## config.mk

```make
export PLATFORM = sky130hd
export DESIGN_NAME = uart_rx_oversample_flat
export DESIGN_NICKNAME = d
export VERILOG_FILES = /design/src/rtl/uart_pkg.sv /design/src/rtl/uart_rx_oversample_if.sv /design/src/rtl/uart_bit_sync.sv /design/src/rtl/uart_rx_oversample.sv /design/src/flat_wrapper.sv
export SDC_FILE = /design/constraint.sdc
export NUM_CORES = 1
export LEC_CHECK = 0
export ABC_AREA = 0
export CORE_ASPECT_RATIO = 0.6
export CORE_MARGIN = 2
export CORE_UTILIZATION = 35
export CTS_BUF_LIST = sky130_fd_sc_hd__clkbuf_4 sky130_fd_sc_hd__clkbuf_8 sky130_fd_sc_hd__clkbuf_16
export CTS_CLUSTER_SIZE = 30
export DETAILED_ROUTE_END_ITERATION = 8
export PLACE_DENSITY_LB_ADDON = 0.2
export SLEW_MARGIN = 15
export SYNTH_ARGS = -nofsm -noshare
export SYNTH_HDL_FRONTEND = slang
export SYNTH_SLANG_ARGS = --single-unit
```

## constraint.sdc

```tcl
create_clock -name clk -period 1.65 [get_ports clk]
set_input_delay 0.4125 -clock clk [delete_from_list [all_inputs] [get_ports clk]]
set_output_delay 0.4125 -clock clk [all_outputs]
set_load 0.01 [all_outputs]
```

## src/rtl/uart_pkg.sv

```systemverilog
// Shared types and helpers for the oversampling UART receiver.
package uart_pkg;

  localparam int DEFAULT_CLKS_PER_BIT = 16;

  typedef enum logic [2:0] {
    IDLE   = 3'd0,
    START  = 3'd1,
    DATA   = 3'd2,
    PARITY = 3'd3,
    STOP   = 3'd4
  } rx_state_t;

  // Expected parity bit for the data word: even makes the total ones count even.
  function automatic logic parity_calc(input logic [7:0] data, input logic odd);
    return (^data) ^ odd;
  endfunction

endpackage

```

## src/rtl/uart_rx_oversample_if.sv

```systemverilog
// Received-byte handshake between the UART receiver and its on-chip consumer.
interface uart_rx_oversample_if #(
  parameter int DATA_BITS = 8
);
  logic [DATA_BITS-1:0] data;
  logic                 data_valid;
  logic                 data_ready;
  logic                 frame_err;
  logic                 parity_err;
  logic                 overrun;

  modport master (
    output data, data_valid, frame_err, parity_err, overrun,
    input  data_ready
  );

  modport slave (
    input  data, data_valid, frame_err, parity_err, overrun,
    output data_ready
  );
endinterface

```

## src/rtl/uart_bit_sync.sv

```systemverilog
// Two-flop synchroniser for the serial pin plus a 3-tap majority vote over
// the current and two previous synchronised samples.
module uart_bit_sync (
  input  logic clk,
  input  logic rst,
  input  logic rx_async,
  output logic rx_s,
  output logic maj
);

  logic       sync1_q, sync1_d;
  logic       sync2_q, sync2_d;
  logic [1:0] hist_q, hist_d;

  always_comb begin
    sync1_d = rx_async;
    sync2_d = sync1_q;
    hist_d  = {hist_q[0], sync2_q};
  end

  always_ff @(posedge clk) begin
    if (rst) begin
      sync1_q <= 1'b1;
      sync2_q <= 1'b1;
      hist_q  <= 2'b11;
    end else begin
      sync1_q <= sync1_d;
      sync2_q <= sync2_d;
      hist_q  <= hist_d;
    end
  end

  assign rx_s = sync2_q;
  // Vote includes the live sample so the decision lands on the third tap.
  assign maj  = (rx_s & hist_q[0]) | (rx_s & hist_q[1]) | (hist_q[0] & hist_q[1]);

endmodule

```

## src/rtl/uart_rx_oversample.sv

```systemverilog
// Oversampling UART receiver: start detect, mid-cell majority sampling,
// optional parity, and a one-deep output holding register with overrun flag.
//
// state  | meaning
// IDLE   | waiting for a falling edge on rx_s (only after a 1 has been seen)
// START  | validating the start bit; a high majority is treated as a glitch
// DATA   | sampling DATA_BITS data bits, LSB first
// PARITY | sampling the parity bit
// STOP   | sampling the stop bit; result issued at mid-cell
module uart_rx_oversample
  import uart_pkg::*;
#(
  parameter int CLKS_PER_BIT = DEFAULT_CLKS_PER_BIT,
  parameter int DATA_BITS    = 8,
  parameter int PARITY_EN    = 0,
  parameter int PARITY_ODD   = 0
) (
  input  logic                 clk,
  input  logic                 rst,
  input  logic                 en_rx,
  input  logic                 u_rx,
  uart_rx_oversample_if.master rx_if
);

  localparam int CNT_W = $clog2(CLKS_PER_BIT);
  localparam int BIT_W = $clog2(DATA_BITS);
  localparam logic [CNT_W-1:0] CNT_MAX  = CNT_W'(CLKS_PER_BIT - 1);
  localparam logic [CNT_W-1:0] CNT_DEC  = CNT_W'(CLKS_PER_BIT / 2 + 1);
  localparam logic [BIT_W-1:0] BIT_LAST = BIT_W'(DATA_BITS - 1);

  logic rx_s;
  logic maj;

  uart_bit_sync u_bit_sync (
    .clk      (clk),
    .rst      (rst),
    .rx_async (u_rx),
    .rx_s     (rx_s),
    .maj      (maj)
  );

  rx_state_t            state_q, state_d;
  logic [CNT_W-1:0]     cnt_q, cnt_d;
  logic [BIT_W-1:0]     bit_q, bit_d;
  logic [DATA_BITS-1:0] shift_q, shift_d;
  logic                 perr_q, perr_d;
  logic                 armed_q, armed_d;
  logic [DATA_BITS-1:0] data_q, data_d;
  logic                 valid_q, valid_d;
  logic                 ferr_q, ferr_d;
  logic                 perr_out_q, perr_out_d;
  logic                 ovr_q, ovr_d;

  logic       cnt_wrap;
  logic       decide;
  logic       done;
  logic       accept;
  logic [7:0] par_in;

  always_comb begin
    state_d  = state_q;
    bit_d    = bit_q;
    shift_d  = shift_q;
    perr_d   = perr_q;
    armed_d  = 1'b0;
    done     = 1'b0;
    par_in   = '0;
    par_in[DATA_BITS-1:0] = shift_q;

    cnt_wrap = (cnt_q == CNT_MAX);
    decide   = (cnt_q == CNT_DEC);
    cnt_d    = (state_q == IDLE || cnt_wrap) ? '0 : cnt_q + 1'b1;

    case (state_q)
      IDLE: begin
        // A line held low after a frame must go high before a new start counts.
        armed_d = rx_s;
        if (en_rx && armed_q && !rx_s) begin
          state_d = START;
          bit_d   = '0;
          perr_d  = 1'b0;
        end
      end
      START: begin
        if (decide && maj) state_d = IDLE;
        else if (cnt_wrap) state_d = DATA;
      end
      DATA: begin
        if (decide) shift_d = {maj, shift_q[DATA_BITS-1:1]};
        if (cnt_wrap) begin
          if (bit_q == BIT_LAST) state_d = (PARITY_EN != 0) ? PARITY : STOP;
          else                   bit_d   = bit_q + 1'b1;
        end
      end
      PARITY: begin
        if (decide) perr_d = maj ^ parity_calc(par_in, PARITY_ODD != 0);
        if (cnt_wrap) state_d = STOP;
      end
      STOP: begin
        if (decide) begin
          done    = 1'b1;
          state_d = IDLE;
        end
      end
      default: state_d = IDLE;
    endcase
  end

  always_comb begin
    accept     = valid_q & rx_if.data_ready;
    data_d     = data_q;
    valid_d    = valid_q;
    ferr_d     = ferr_q;
    perr_out_d = perr_out_q;
    ovr_d      = 1'b0;

    if (accept) valid_d = 1'b0;
    // A same-cycle accept frees the holding register for the new byte.
    if (done) begin
      if (!valid_q || accept) begin
        data_d     = shift_q;
        ferr_d     = ~maj;
        perr_out_d = perr_q;
        valid_d    = 1'b1;
      end else begin
        ovr_d = 1'b1;
      end
    end
  end

  always_ff @(posedge clk) begin
    if (rst) begin
      state_q    <= IDLE;
      cnt_q      <= '0;
      bit_q      <= '0;
      shift_q    <= '0;
      perr_q     <= 1'b0;
      armed_q    <= 1'b0;
      data_q     <= '0;
      valid_q    <= 1'b0;
      ferr_q     <= 1'b0;
      perr_out_q <= 1'b0;
      ovr_q      <= 1'b0;
    end else begin
      state_q    <= state_d;
      cnt_q      <= cnt_d;
      bit_q      <= bit_d;
      shift_q    <= shift_d;
      perr_q     <= perr_d;
      armed_q    <= armed_d;
      data_q     <= data_d;
      valid_q    <= valid_d;
      ferr_q     <= ferr_d;
      perr_out_q <= perr_out_d;
      ovr_q      <= ovr_d;
    end
  end

  assign rx_if.data       = data_q;
  assign rx_if.data_valid = valid_q;
  assign rx_if.frame_err  = ferr_q;
  assign rx_if.parity_err = perr_out_q;
  assign rx_if.overrun    = ovr_q;

endmodule

```

## src/flat_wrapper.sv

```systemverilog
// flat-port wrapper written by rule: the top's interface ports become plain ports
module uart_rx_oversample_flat import uart_pkg::*;
#(
  parameter int CLKS_PER_BIT = DEFAULT_CLKS_PER_BIT,
  parameter int DATA_BITS    = 8,
  parameter int PARITY_EN    = 0,
  parameter int PARITY_ODD   = 0
)
  (clk, rst, en_rx, u_rx, rx_if_data, rx_if_data_valid, rx_if_frame_err, rx_if_parity_err, rx_if_overrun, rx_if_data_ready);
  uart_rx_oversample_if #(.DATA_BITS(DATA_BITS)) rx_if_i ();
  input  logic clk;
  input  logic rst;
  input  logic en_rx;
  input  logic u_rx;
  output wire logic [$bits(rx_if_i.data)-1:0] rx_if_data;
  output wire logic [$bits(rx_if_i.data_valid)-1:0] rx_if_data_valid;
  output wire logic [$bits(rx_if_i.frame_err)-1:0] rx_if_frame_err;
  output wire logic [$bits(rx_if_i.parity_err)-1:0] rx_if_parity_err;
  output wire logic [$bits(rx_if_i.overrun)-1:0] rx_if_overrun;
  input wire logic [$bits(rx_if_i.data_ready)-1:0] rx_if_data_ready;
  assign rx_if_data = rx_if_i.data;
  assign rx_if_data_valid = rx_if_i.data_valid;
  assign rx_if_frame_err = rx_if_i.frame_err;
  assign rx_if_parity_err = rx_if_i.parity_err;
  assign rx_if_overrun = rx_if_i.overrun;
  assign rx_if_i.data_ready = rx_if_data_ready;
  uart_rx_oversample #(.CLKS_PER_BIT(CLKS_PER_BIT), .DATA_BITS(DATA_BITS), .PARITY_EN(PARITY_EN), .PARITY_ODD(PARITY_ODD)) u_core (.clk(clk), .rst(rst), .en_rx(en_rx), .u_rx(u_rx), .rx_if(rx_if_i));
endmodule
```

---- Yosys cells after proc, flatten, opt, wreduce, memory -nomap -nowiden ----
Cells that the tools add are included.
Widths: inputs -> output; s select.
cells by class
  $add $sub $neg .......................... 2
  equal/unequal tests ..................... 15
  multiplexer cells ....................... 21
  bitwise operators ....................... 10
  reductions and logical operators ........ 19
operators with widths
  kind                 number
  $mux 3               10
  $pmux 3 s5           1
  $ne 2x1->1 const B   5
  $eq 4x4->1 const B   2
  $mux 1               8
  $reduce_xor 8->1     1
  $eq 3x2->1 const B   2
  $eq 3x3->1 const B   2
  $pmux 3 s2           1
  $reduce_and 6->1     1
  $reduce_or 2->1      3
  $add 4x1->4 const B  1
  $and 1x1->1          4
  $ne 2x2->1 const B   2
  $reduce_and 2->1     2
  $reduce_and 4->1     1
  $reduce_bool 2->1    2
  $add 3x1->3 const B  1
  $eq 3x1->1 const B   1
  $logic_and 1x1->1    3
  $logic_not 3->1      1
  $ne 3x1->1 const B   1
  $not 1->1            3
  $reduce_and 3->1     1
  other kinds (5)      8
storage, ports and cells
  register bits ........................... 36
  word-level logic and storage cells ...... 81

---- Depth between registers and ports, before layout ----
Gate-level depths: netlist (run 1).
  depth after elaboration ................. 6
  depth in mapped cells ................... 7
  gate-level depth less buffers ........... 6

---- Hierarchy ----
From an unflattened synthesis (run 1), not the netlist that was laid out.
second synthesis, totals
  cell total of the unflattened synthesis .. 145
  area, all modules ....................... 1470.2 µm²
modules (own cells, without submodules)
  module              instances  cells each  area each (µm²)  sequential area each (µm²)
  uart_rx_oversample  1          136         1353.8           640.6
  uart_bit_sync       1          9           116.4            80.1

---- Worst setup path before layout (run 1) ----
OpenSTA, ideal clock, no wires.
  path kind ............................... register to register
  start point ............................. reg u_core.bit_q[0]
  end point ............................... reg u_core.bit_q[0]
  arrival time ............................ 1.498 ns
  path slack .............................. 0.024 ns
  cell stages (with the launch flop) ...... 7
  path buffers ............................ 0
  cell sequence ........................... dfxtp_1 > ha_1 > ha_1 > or4b_4 > a2bb2oi_2 > a21oi_1 > nor2_1
between the ends
  longest elaborated chain between the ends .. 4
  elaborated cells between the ends (all ways) .. 7
  those cells by class .................... 1 x add/sub; 2 x eq/ne; 3 x mux; 1 x reduce/logical
ends and longest elaborated chain
  item                    line                       text
  start, declared         uart_rx_oversample.sv:44   logic [BIT_W-1:0] bit_q, bit_d;
  start signal, assigned  uart_rx_oversample.sv:147  bit_q <= bit_d;
  $add 3x1->3             uart_rx_oversample.sv:92   else bit_d = bit_q + 1'b1;
  $mux 3                  uart_rx_oversample.sv:91   if (bit_q == BIT_LAST) state_d = (PARITY_EN != 0) ? PARITY : STOP;
  $mux 3                  uart_rx_oversample.sv:90   if (cnt_wrap) begin
  $pmux 3 s2              uart_rx_oversample.sv:74   case (state_q)
Several ways; a longest one is shown, not always the timed one. The select of a mux whose other input is x is not followed.
A chain may end at the register's enable or synchronous reset.

---- Worst setup path in the final report (run 1) ----
  start point ............................. reg u_core.bit_q[1]
  end point ............................... reg u_core.bit_q[1]
Same word-level chain as after synthesis.

==> results of run 1 <==
==> metrics by stage <==
| step | power [mW] | TNS, ns | setup WS (ns) | cells |
|---|---|---|---|---|
| finish | 1.56 | -0.00509 | -0.00509 | 234 |
| detailed placement | 0.940 | -0.429 | -0.0890 | 224 |
| floorplan | 0.922 | 0 | 0.0241 | 147 |
| global placement | 0.939 | -0.0158 | -0.00560 | 224 |
| CTS | 1.58 | -0.152 | -0.0593 | 234 |
| global route | 1.62 | -0.162 | -0.0607 | 234 |
==> cell usage in the layout (no fill, tap or decap), drive strengths merged <==
cell and count:
a2bb2oi 1, clkbuf 6, a22oi 2, xnor3 1
nor3 5, nand2b 2, a21o 1, o32ai 1
a21oi 3, xnor2 7, or3 1, o21a 1
nand4 2, clkinv 2, clkdlybuf4s50 16, or2 4
xor2 1, nand3b 1, inv 2, o21ai 2
a31oi 1, and3b 3, buf 10, dfxtp 36
o311ai 1, ha 4, nand3 4, a21boi 2
or4b 1, mux2i 18, nand2 2, or3b 1
nor2 30
==> synth_stat cells <==
cell type,count
ha_1,4
nand3b_1,1
or3b_1,1
and3b_1,3
or4b_4,1
a31oi_1,1
or2_2,1
o21ai_0,2
a21o_1,1
a2bb2oi_2,1
nor2_1,30
nand2b_1,2
nor3_1,5
or3_1,1
a21boi_1,1
a21boi_0,1
nand4_1,2
xnor3_1,1
a21oi_1,3
dfxtp_1,36
o21a_1,1
mux2i_1,18
a22oi_1,2
clkbuf_1,2
buf_4,1
dlymetal6s2s_1,1
or2_1,3
xnor2_1,7
nand2_1,2
buf_6,2
nand3_1,4
o32ai_1,1
buf_2,1
o311ai_0,1
inv_1,2
xor2_1,1
==> logic make-up (layout without fill, tap and decap cells) <==
logic type | after synthesis | in the layout | synth area share, %
AND/OR/NAND/NOR | 56 | 56 | 18.6
flip-flops | 36 | 36 | 48.3
multiplexers | 18 | 18 | 12.1
AO/OA/AOI/OAI | 15 | 15 | 7.29
XOR/XNOR | 9 | 9 | 6.20
buffers and inverters | 9 | 36 | 4.19
adder cells (fa/ha/maj) | 4 | 4 | 3.35
==> metal layers <==
metal | wire (µm) | vias to the layer above | track usage (%)
met3 | 140 | 0 | 4.98
met5 | 0 | - | 0
met4 | 0 | 0 | 5.56
li1 | - | 560 | -
met1 | 1520 | 505 | 19.2
met2 | 1140 | 28 | 17.9
==> cell type report <==
class	count	area, µm²	share of cell area, %
Clock inverter	2	10.0	0.519
Timing Repair Buffer	26	264	13.7
Clock buffer	6	82.6	4.28
Sequential cell	36	723	37.5
Multi-Input combinational cell	102	767	39.8
Tap cell	60	75.1	3.89
Inverter	2	7.51	0.389
==> sequential cells by signal, summed over array words and instances (netlist names), 2 cells and up <==
| signal | cells |
|---|---|
| u_core.bit_q | 3 |
| u_core.rx_if.data | 8 |
| u_core.state_q | 3 |
| u_core.u_bit_sync.hist_q | 2 |
| u_core.par_in | 8 |
| u_core.cnt_q | 4 |
==> where the power goes <==
group | total, mW | switching (mW) | internal (mW) | leakage, nW
Combinational | 0.0426 | 0.0201 | 0.0225 | 0.478
Sequential | 0.878 | 0.00372 | 0.874 | 0.292
Clock | 0.640 | 0.307 | 0.333 | 0.0510
Total | 1.56 | 0.331 | 1.23 | 0.820
==> worst register-to-register path, delay by kind of cell, from the launching register on <==
| family | cells | cell delay, ns |
|---|---|---|
| flip-flops | 1 | 0.34 |
| AO/OA/AOI/OAI | 2 | 0.32 |
| adder cells (fa/ha/maj) | 2 | 0.31 |
| AND/OR/NAND/NOR | 2 | 0.58 |
==> final timing paths <==
check,endpoint,slack [ns],cells after the start
worst min register to register,u_core.u_bit_sync.rx_s$_SDFF_PP1_,0.42,1
worst max register to register,u_core.bit_q[1]$_SDFFE_PP0P_,-0.005,6
worst max-delay path,u_core.bit_q[1]$_SDFFE_PP0P_,-0.005,6
worst min-delay path,u_core.u_bit_sync.rx_s$_SDFF_PP1_,0.42,1
==> timing repair <==
action                     in CTS  in global routing
setup endpoints to repair       3                  5
cloned                          0                  0
hold buffers                    0                  0
buffers inserted                2                  0
resized for setup               8                  5
pin swaps                       2                  4
==> results.yml, run 1 <==
synth:
  ys_seq_elements: 36
  synth_cell_type_count: 36
  synth_top_cells_by_area: "dfxtp_1, mux2i_1, nor2_1"
  synthCells: 147
  synth_area_per_cell_um2: 10.2
  yosysTopAreaCell: "dfxtp_1"
  syn_nets: 156
  yosys_warnings: 0
  netlist_area_um2: 1490
  ys_seq_area_share_pct: 48.3
  synth.top_cell.area_share_pct: 48.3
worst_hold_path:
  hold_class: "reg2reg"
  hold_start: "u_core.u_bit_sync.sync1_q$_SDFF_PP1_"
layout:
  areaGrowthSynthToFinish_pct: 29.3
  fin_nets: 182
  diodes: 0
  layout-drive-gt1-share_pct: 17.2
  final_cell_area_um2: 1930
  nFillCells: 406
  final_core_util_pct: 47.1
sta:
  maxSlewHeadroom_pct: 56.2
  post-route-min-period_ns: 1.66
  drv_slew: 0
  hold_ws_ns: 0.420
  fin_ws_ns: -0.00509
  setup_viol: 1
  period_share_pct: 100
  skew_ns: 0.00659
  rsz0062_at_grt: "true"
  finalHoldViolCount: 0
  fmax_ghz: 0.604
  worst_slew_pin_slew_ns: 0.652
run:
  max_cap_violations: 0
worst_setup_path:
  critical_path_class: "reg2reg"
  crit_fanout: 3
  cpLargestDelayFamily: "simple AND/OR/NAND/NOR gates"
  crit_required_ns: 1.83
  slowest_stage: "or4b_4"
  cp.buffers_inverters: 0
  cp_common_cell: "ha_4"
  r2r-start: "u_core.bit_q[1]$_SDFFE_PP0P_"
  worstPathCellList: "ha_4 -> ha_4 -> or4b_4 -> a2bb2oi_4 -> a22oi_2 -> nor2_1"
  worstPathArrival_ns: 1.83
  cp_slowest_stage_delay_ns: 0.52
  cp-end-kind: "register"
  worstSetupStartpointType: "register"
  startpoint: "u_core.bit_q[1]$_SDFFE_PP0P_"
grt:
  grt_pass1_wl_mm: 4.73
  grt_max_degree: 26
  antenna_found_initial: 0
  grt_remaining_overflow: 0
  grt_pass1_vias: 999
  grtUsageTotal_pct: 13.4
floorplanning:
  design.core.area_um2: 4100
  die_h_um: 54.6
  dieArea_um2: 4820
  dieWidth_um: 88.3
  start_util_pct: 36.4
  rows: 18
  pin_count: 17
clock_network:
  path_clk_slew_ns: 0.07
  cts_htree_levels: 2
  clk_latency_ns: 0.28
  cts_buffers: 5
  cts_root_buf: "clkbuf_8"
  clock-sinks: 36
  clockBufferDepth: 2
  cts_tree: "built"
detailed_routing:
  drt-total-wl_mm: 2.80
  firstDrtPassIters: 4
  vias: 1093
  drc: 0
  via_per_inst: 4.67
  drt.antenna.violating_nets: 0
  avgRoutedWirePerCell_um: 12.0
  drt-initial-drc-count: 88
placement:
  gp_congestion: 0.776
  hpwl_mm: 1.98
  port-buffer-count: 16
  dpl_cell_area_um2: 1760
status:
  status: "complete, but fails checks"
  violations: "setup timing"
power_and_ir_drop:
  ir_worst_vdd_mv: 0.413
  p_per_area_nw_per_um2: 809
  leakage_nw: 0.820
(Power assumes the default switching activity.)
==> inputs of run 2 (changes only) <==
- clock period: 1.65 -> 1.8 ns (I/O delays scaled with it)
==> run 2 against run 1 <==
Compared with the run above: the run now ends clean; combinational power shrank 16%; register-to-register slack better by 0.09 ns; cell count is 2.6% lower; critical path depth stayed put; clock-buffer cell count grew 2; via count is 4.6% lower; design area shrank 4.9%; sequential power down 8.3%; first-iteration DRC count decreased by 24%; fmax is 3.6% lower; largest cell class is now registers; highest routed layer is now met4.
==> results.yml, run 2 (synthesized netlist as in run 1, its figures left out) <==
layout:
  final_core_util_pct: 44.7
  diodes: 0
  layout_common_cells: "dfxtp_1, nor2_1, mux2i_1, clkdlybuf4s50_1, xnor2_1"
  final_common_cell: "dfxtp_1"
  layout-drive-gt1-share_pct: 10.7
  nFillCells: 400
  areaGrowthSynthToFinish_pct: 22.9
  fin_nets: 176
power_and_ir_drop:
  ir_worst_vdd_mv: 0.408
  leakage_nw: 0.790
  p_per_area_nw_per_um2: 789
clock_network:
  path_clk_slew_ns: 0.07
  cts_tree: "built"
  cts_root_buf: "clkbuf_8"
  clockBufferDepth: 2
  clock-sinks: 36
  cts_hold_buf: 0
  cts_htree_levels: 2
  clk_latency_ns: 0.28
  cts_buffers: 5
worst_hold_path:
  hold_start: "u_core.u_bit_sync.sync1_q$_SDFF_PP1_"
  min_to: "u_core.u_bit_sync.rx_s$_SDFF_PP1_"
  hold_class: "reg2reg"
  whs_path_depth: 1
worst_setup_path:
  worstSetupStartpointType: "register"
  worstPathArrival_ns: 1.89
  r2r_cells: 6
  crit_fanout: 3
  cp-end-kind: "register"
  critical_path_class: "reg2reg"
  reg2reg_to: "u_core.bit_q[0]$_SDFFE_PP0P_"
  r2r-start: "u_core.bit_q[0]$_SDFFE_PP0P_"
  crit_required_ns: 1.97
  ff2ff_setup_slack_ns: 0.08
detailed_routing:
  via_per_inst: 4.57
  drt.antenna.violating_nets: 0
  firstDrtPassIters: 4
  avgRoutedWirePerCell_um: 11.8
  vias: 1043
  drt-initial-drc-count: 67
  drc: 0
  drt-total-wl_mm: 2.68
sta:
  skew_ns: 0.00619
  drv_slew: 0
  worst_slew_pin_slew_ns: 0.516
  rsz0062_at_grt: "false"
  setup_tns_ns: 0
  fmax_ghz: 0.582
  post-route-min-period_ns: 1.72
  finalHoldViolCount: 0
  fin_ws_ns: 0.0823
  maxSlewHeadroom_pct: 65.3
  setup_viol: 0
  period_share_pct: 95.4
grt:
  grt_pass1_vias: 968
  grt_max_degree: 34
  grt_remaining_overflow: 0
  grt_pass1_wl_mm: 4.48
  antenna_found_initial: 0
  grtUsageTotal_pct: 12.4
placement:
  dp_slack_ns: 0.0716
  hpwl_mm: 1.90
  port-buffer-count: 16
  gp_congestion: 0.775
status:
  status: "finished clean"
floorplanning:
  start_util_pct: 36.4
  design.core.area_um2: 4100
  die_h_um: 54.6
  dieArea_um2: 4820
  pin_count: 17
  dieWidth_um: 88.3
  rows: 18
run:
  max_cap_violations: 0
## run 2: cell types whose count changed in the layout (fill, tap and decap cells not counted), sizes merged
cell	previous run	this run
buf	10	4
clkinv	2	0
clkbuf	6	8
## run 2: worst max path at each step
stage / start / end / depth (start not counted)
final: u_core.bit_q[0]$_SDFFE_PP0P_ / u_core.bit_q[0]$_SDFFE_PP0P_ / 6
after floorplan: u_core.bit_q[0]$_SDFFE_PP0P_ / u_core.bit_q[0]$_SDFFE_PP0P_ / 6
after CTS: u_core.bit_q[0]$_SDFFE_PP0P_ / u_core.bit_q[0]$_SDFFE_PP0P_ / 6
after global placement: rx_if_data_ready / u_core.rx_if.data[6]$_SDFFE_PP0P_ / 6
after detailed placement: u_core.bit_q[0]$_SDFFE_PP0P_ / u_core.bit_q[0]$_SDFFE_PP0P_ / 6
after global routing: u_core.bit_q[0]$_SDFFE_PP0P_ / u_core.bit_q[2]$_SDFFE_PP0P_ / 6
## run 2: power breakdown
| part | internal (mW) | total, mW | switching, mW |
|---|---|---|---|
| combinational | 0.0187 | 0.0357 | 0.0171 |
| sequential | 0.802 | 0.805 | 0.00341 |
| clock | 0.342 | 0.606 | 0.264 |
| total | 1.16 | 1.45 | 0.284 |
## run 2: what timing repair did
action | in CTS | in global routing
endpoints found under the setup margin | 0 | 9
hold endpoints to repair | 0 | 0
setup buffers | 0 | 0
gates resized for setup | 0 | 3
## run 2: worst max-delay path, cell delays in order, from the launching register on
cell and delay [ns]:
dfxtp_2 0.33, ha_1 0.19, ha_2 0.17, or4b_4 0.50
a2bb2oi_2 0.16, a21oi_1 0.20, nor2_1 0.05
## run 2: layout make-up
class                           count  area, µm²  area share [%]
Clock buffer                        8       97.6            5.32
Multi-Input combinational cell    102        717            39.1
Inverter                            2       7.51           0.409
Sequential cell                    36        722            39.4
Tap cell                           60       75.1            4.09
Timing Repair Buffer               20        215            11.7
## run 2: stage by stage
stage               power, mW  cells  hold slack [ns]  area, µm²
floorplan               0.845    147            0.383       1490
global placement        0.858    220            0.389       1730
detailed placement      0.859    220            0.392       1730
CTS                      1.47    228            0.409       1830
global route             1.51    228            0.438       1830
finish                   1.45    228            0.407       1830
## run 2: metal layers
| layer | GRT usage, % | wire [µm] | share of wire, % |
|---|---|---|---|
| met4 | 3.79 | 10 | 0.37 |
| met5 | 0 | 0 | 0 |
| met2 | 16.8 | 988 | 37 |
| met1 | 18.0 | 1530 | 57 |
| met3 | 4.83 | 148 | 5.5 |
==> inputs of run 3 (changes only) <==
- CAP_MARGIN: unset -> 20
- CORE_UTILIZATION: 35 -> 40
==> run 3 against run 2 <==
Compared with the run above: clock power decreased by 10%; design area decreased by 1.8%; critical path depth unchanged; clock-buffer cell count decreased by 2; first-iteration DRC count decreased by 49%; utilization increased by 5.1 points; largest power group unchanged.
==> results.yml, run 3 (synthesized netlist as in run 1, its figures left out) <==
worst_setup_path:
  crit_required_ns: 1.97
  cp_slowest_stage_delay_ns: 0.50
  critical_path_class: "reg2reg"
  cp-end-kind: "register"
  crit_fanout: 3
  slowest_stage: "or4b_4"
  worstPathCellList: "ha_1 -> ha_2 -> or4b_4 -> a2bb2oi_2 -> a22oi_1 -> nor2_1"
  cpLargestDelayFamily: "simple AND/OR/NAND/NOR gates"
  worstSetupStartpointType: "register"
  worstPathArrival_ns: 1.87
  cp.buffers_inverters: 0
grt:
  grt_pass1_vias: 937
  grt_remaining_overflow: 0
  grt_max_degree: 34
  antenna_found_initial: 0
  grtUsageTotal_pct: 13.4
  grt_pass1_wl_mm: 4.35
clock_network:
  path_clk_slew_ns: 0.06
  cts_hold_buf: 0
  clk_latency_ns: 0.28
  cts_setup_buffers: 0
  clock-sinks: 36
  cts_htree_levels: 2
  cts_root_buf: "clkbuf_8"
  cts_buffers: 5
  post_cts_resized: 0
  cts_tree: "built"
  clockBufferDepth: 2
floorplanning:
  start_util_pct: 41.3
  dieWidth_um: 82.9
  dieArea_um2: 4250
  die_h_um: 51.3
  rows: 17
  design.core.area_um2: 3620
  pin_count: 17
detailed_routing:
  via_per_inst: 4.88
  vias: 1045
  drt.antenna.violating_nets: 0
  avgRoutedWirePerCell_um: 11.8
  drc: 0
  drt-initial-drc-count: 34
  firstDrtPassIters: 4
  drt-total-wl_mm: 2.52
sta:
  worst_slew_pin_slew_ns: 0.482
  rsz0062_at_grt: "false"
  maxSlewHeadroom_pct: 67.6
  fmax_ghz: 0.589
  drv_slew: 0
  setup_tns_ns: 0
  post-route-min-period_ns: 1.70
  period_share_pct: 94.3
  setup_viol: 0
  finalHoldViolCount: 0
  skew_ns: 0.00449
power_and_ir_drop:
  power_mw: 1.38
  leakage_nw: 0.782
  ir_worst_vdd_mv: 0.519
  p_per_area_nw_per_um2: 768
placement:
  dpl_cell_area_um2: 1710
  hpwl_mm: 1.76
  place_inst: 207
  port-buffer-count: 16
  gp_congestion: 0.794
layout:
  fin_nets: 176
  final_cell_area_um2: 1800
  layout_common_cells: "dfxtp_1, nor2_1, mux2i_1, clkdlybuf4s50_1, xnor2_1"
  diodes: 0
  final_core_util_pct: 49.8
  fin_cells: 214
  final_common_cell: "dfxtp_1"
  areaGrowthSynthToFinish_pct: 20.7
  layout-drive-gt1-share_pct: 10.2
  nFillCells: 331
status:
  status: "finished clean"
worst_hold_path:
  hold_class: "reg2reg"
run:
  max_cap_violations: 0
-- run 3: final cells by class --
cell class	count	area, µm²	share of cell area [%]
flip-flops and latches	36	722	40.1
multi-input cells	102	717	39.8
repair buffers	20	215	11.9
clock buffers	6	76.3	4.24
well taps	47	58.8	3.26
inverters	2	7.51	0.417
clock inverters	1	5.00	0.278
-- run 3: per-layer routing --
layer	share of wire, %	global-route usage [%]
met1	56	19.0
met2	38	17.9
met3	4.6	4.68
met4	1.2	6.56
met5	0	0
-- run 3: power breakdown --
part           total, mW  internal, mW  leakage [nW]  switching, mW
clock              0.544         0.278        0.0445          0.266
combinational     0.0353        0.0187         0.446         0.0166
sequential         0.805         0.802         0.291        0.00348
-- run 3: through the flow --
step	hold WS (ns)	setup WS, ns
after floorplan	0.383	0.174
after global placement	0.387	0.109
after detailed placement	0.392	0.0576
after CTS	0.408	0.0782
after global routing	0.428	0.0109
final	0.404	0.102
-- run 3: worst paths after layout --
| check | start | to | slack (ns) | cells after the start |
|---|---|---|---|---|
| worst max-delay path | u_core.bit_q[0]$_SDFFE_PP0P_ | u_core.bit_q[1]$_SDFFE_PP0P_ | 0.10 | 6 |
| worst min-delay path | u_core.u_bit_sync.sync1_q$_SDFF_PP1_ | u_core.u_bit_sync.rx_s$_SDFF_PP1_ | 0.40 | 1 |
| worst max register to register | u_core.bit_q[0]$_SDFFE_PP0P_ | u_core.bit_q[1]$_SDFFE_PP0P_ | 0.10 | 6 |
| worst min register to register | u_core.u_bit_sync.sync1_q$_SDFF_PP1_ | u_core.u_bit_sync.rx_s$_SDFF_PP1_ | 0.40 | 1 |
-- run 3: worst register-to-register path, cell delays in order, from the launching register on --
cell	delay (ns)
dfxtp_2	0.33
ha_1	0.19
ha_2	0.18
or4b_4	0.50
a2bb2oi_2	0.16
a22oi_1	0.17
nor2_1	0.06
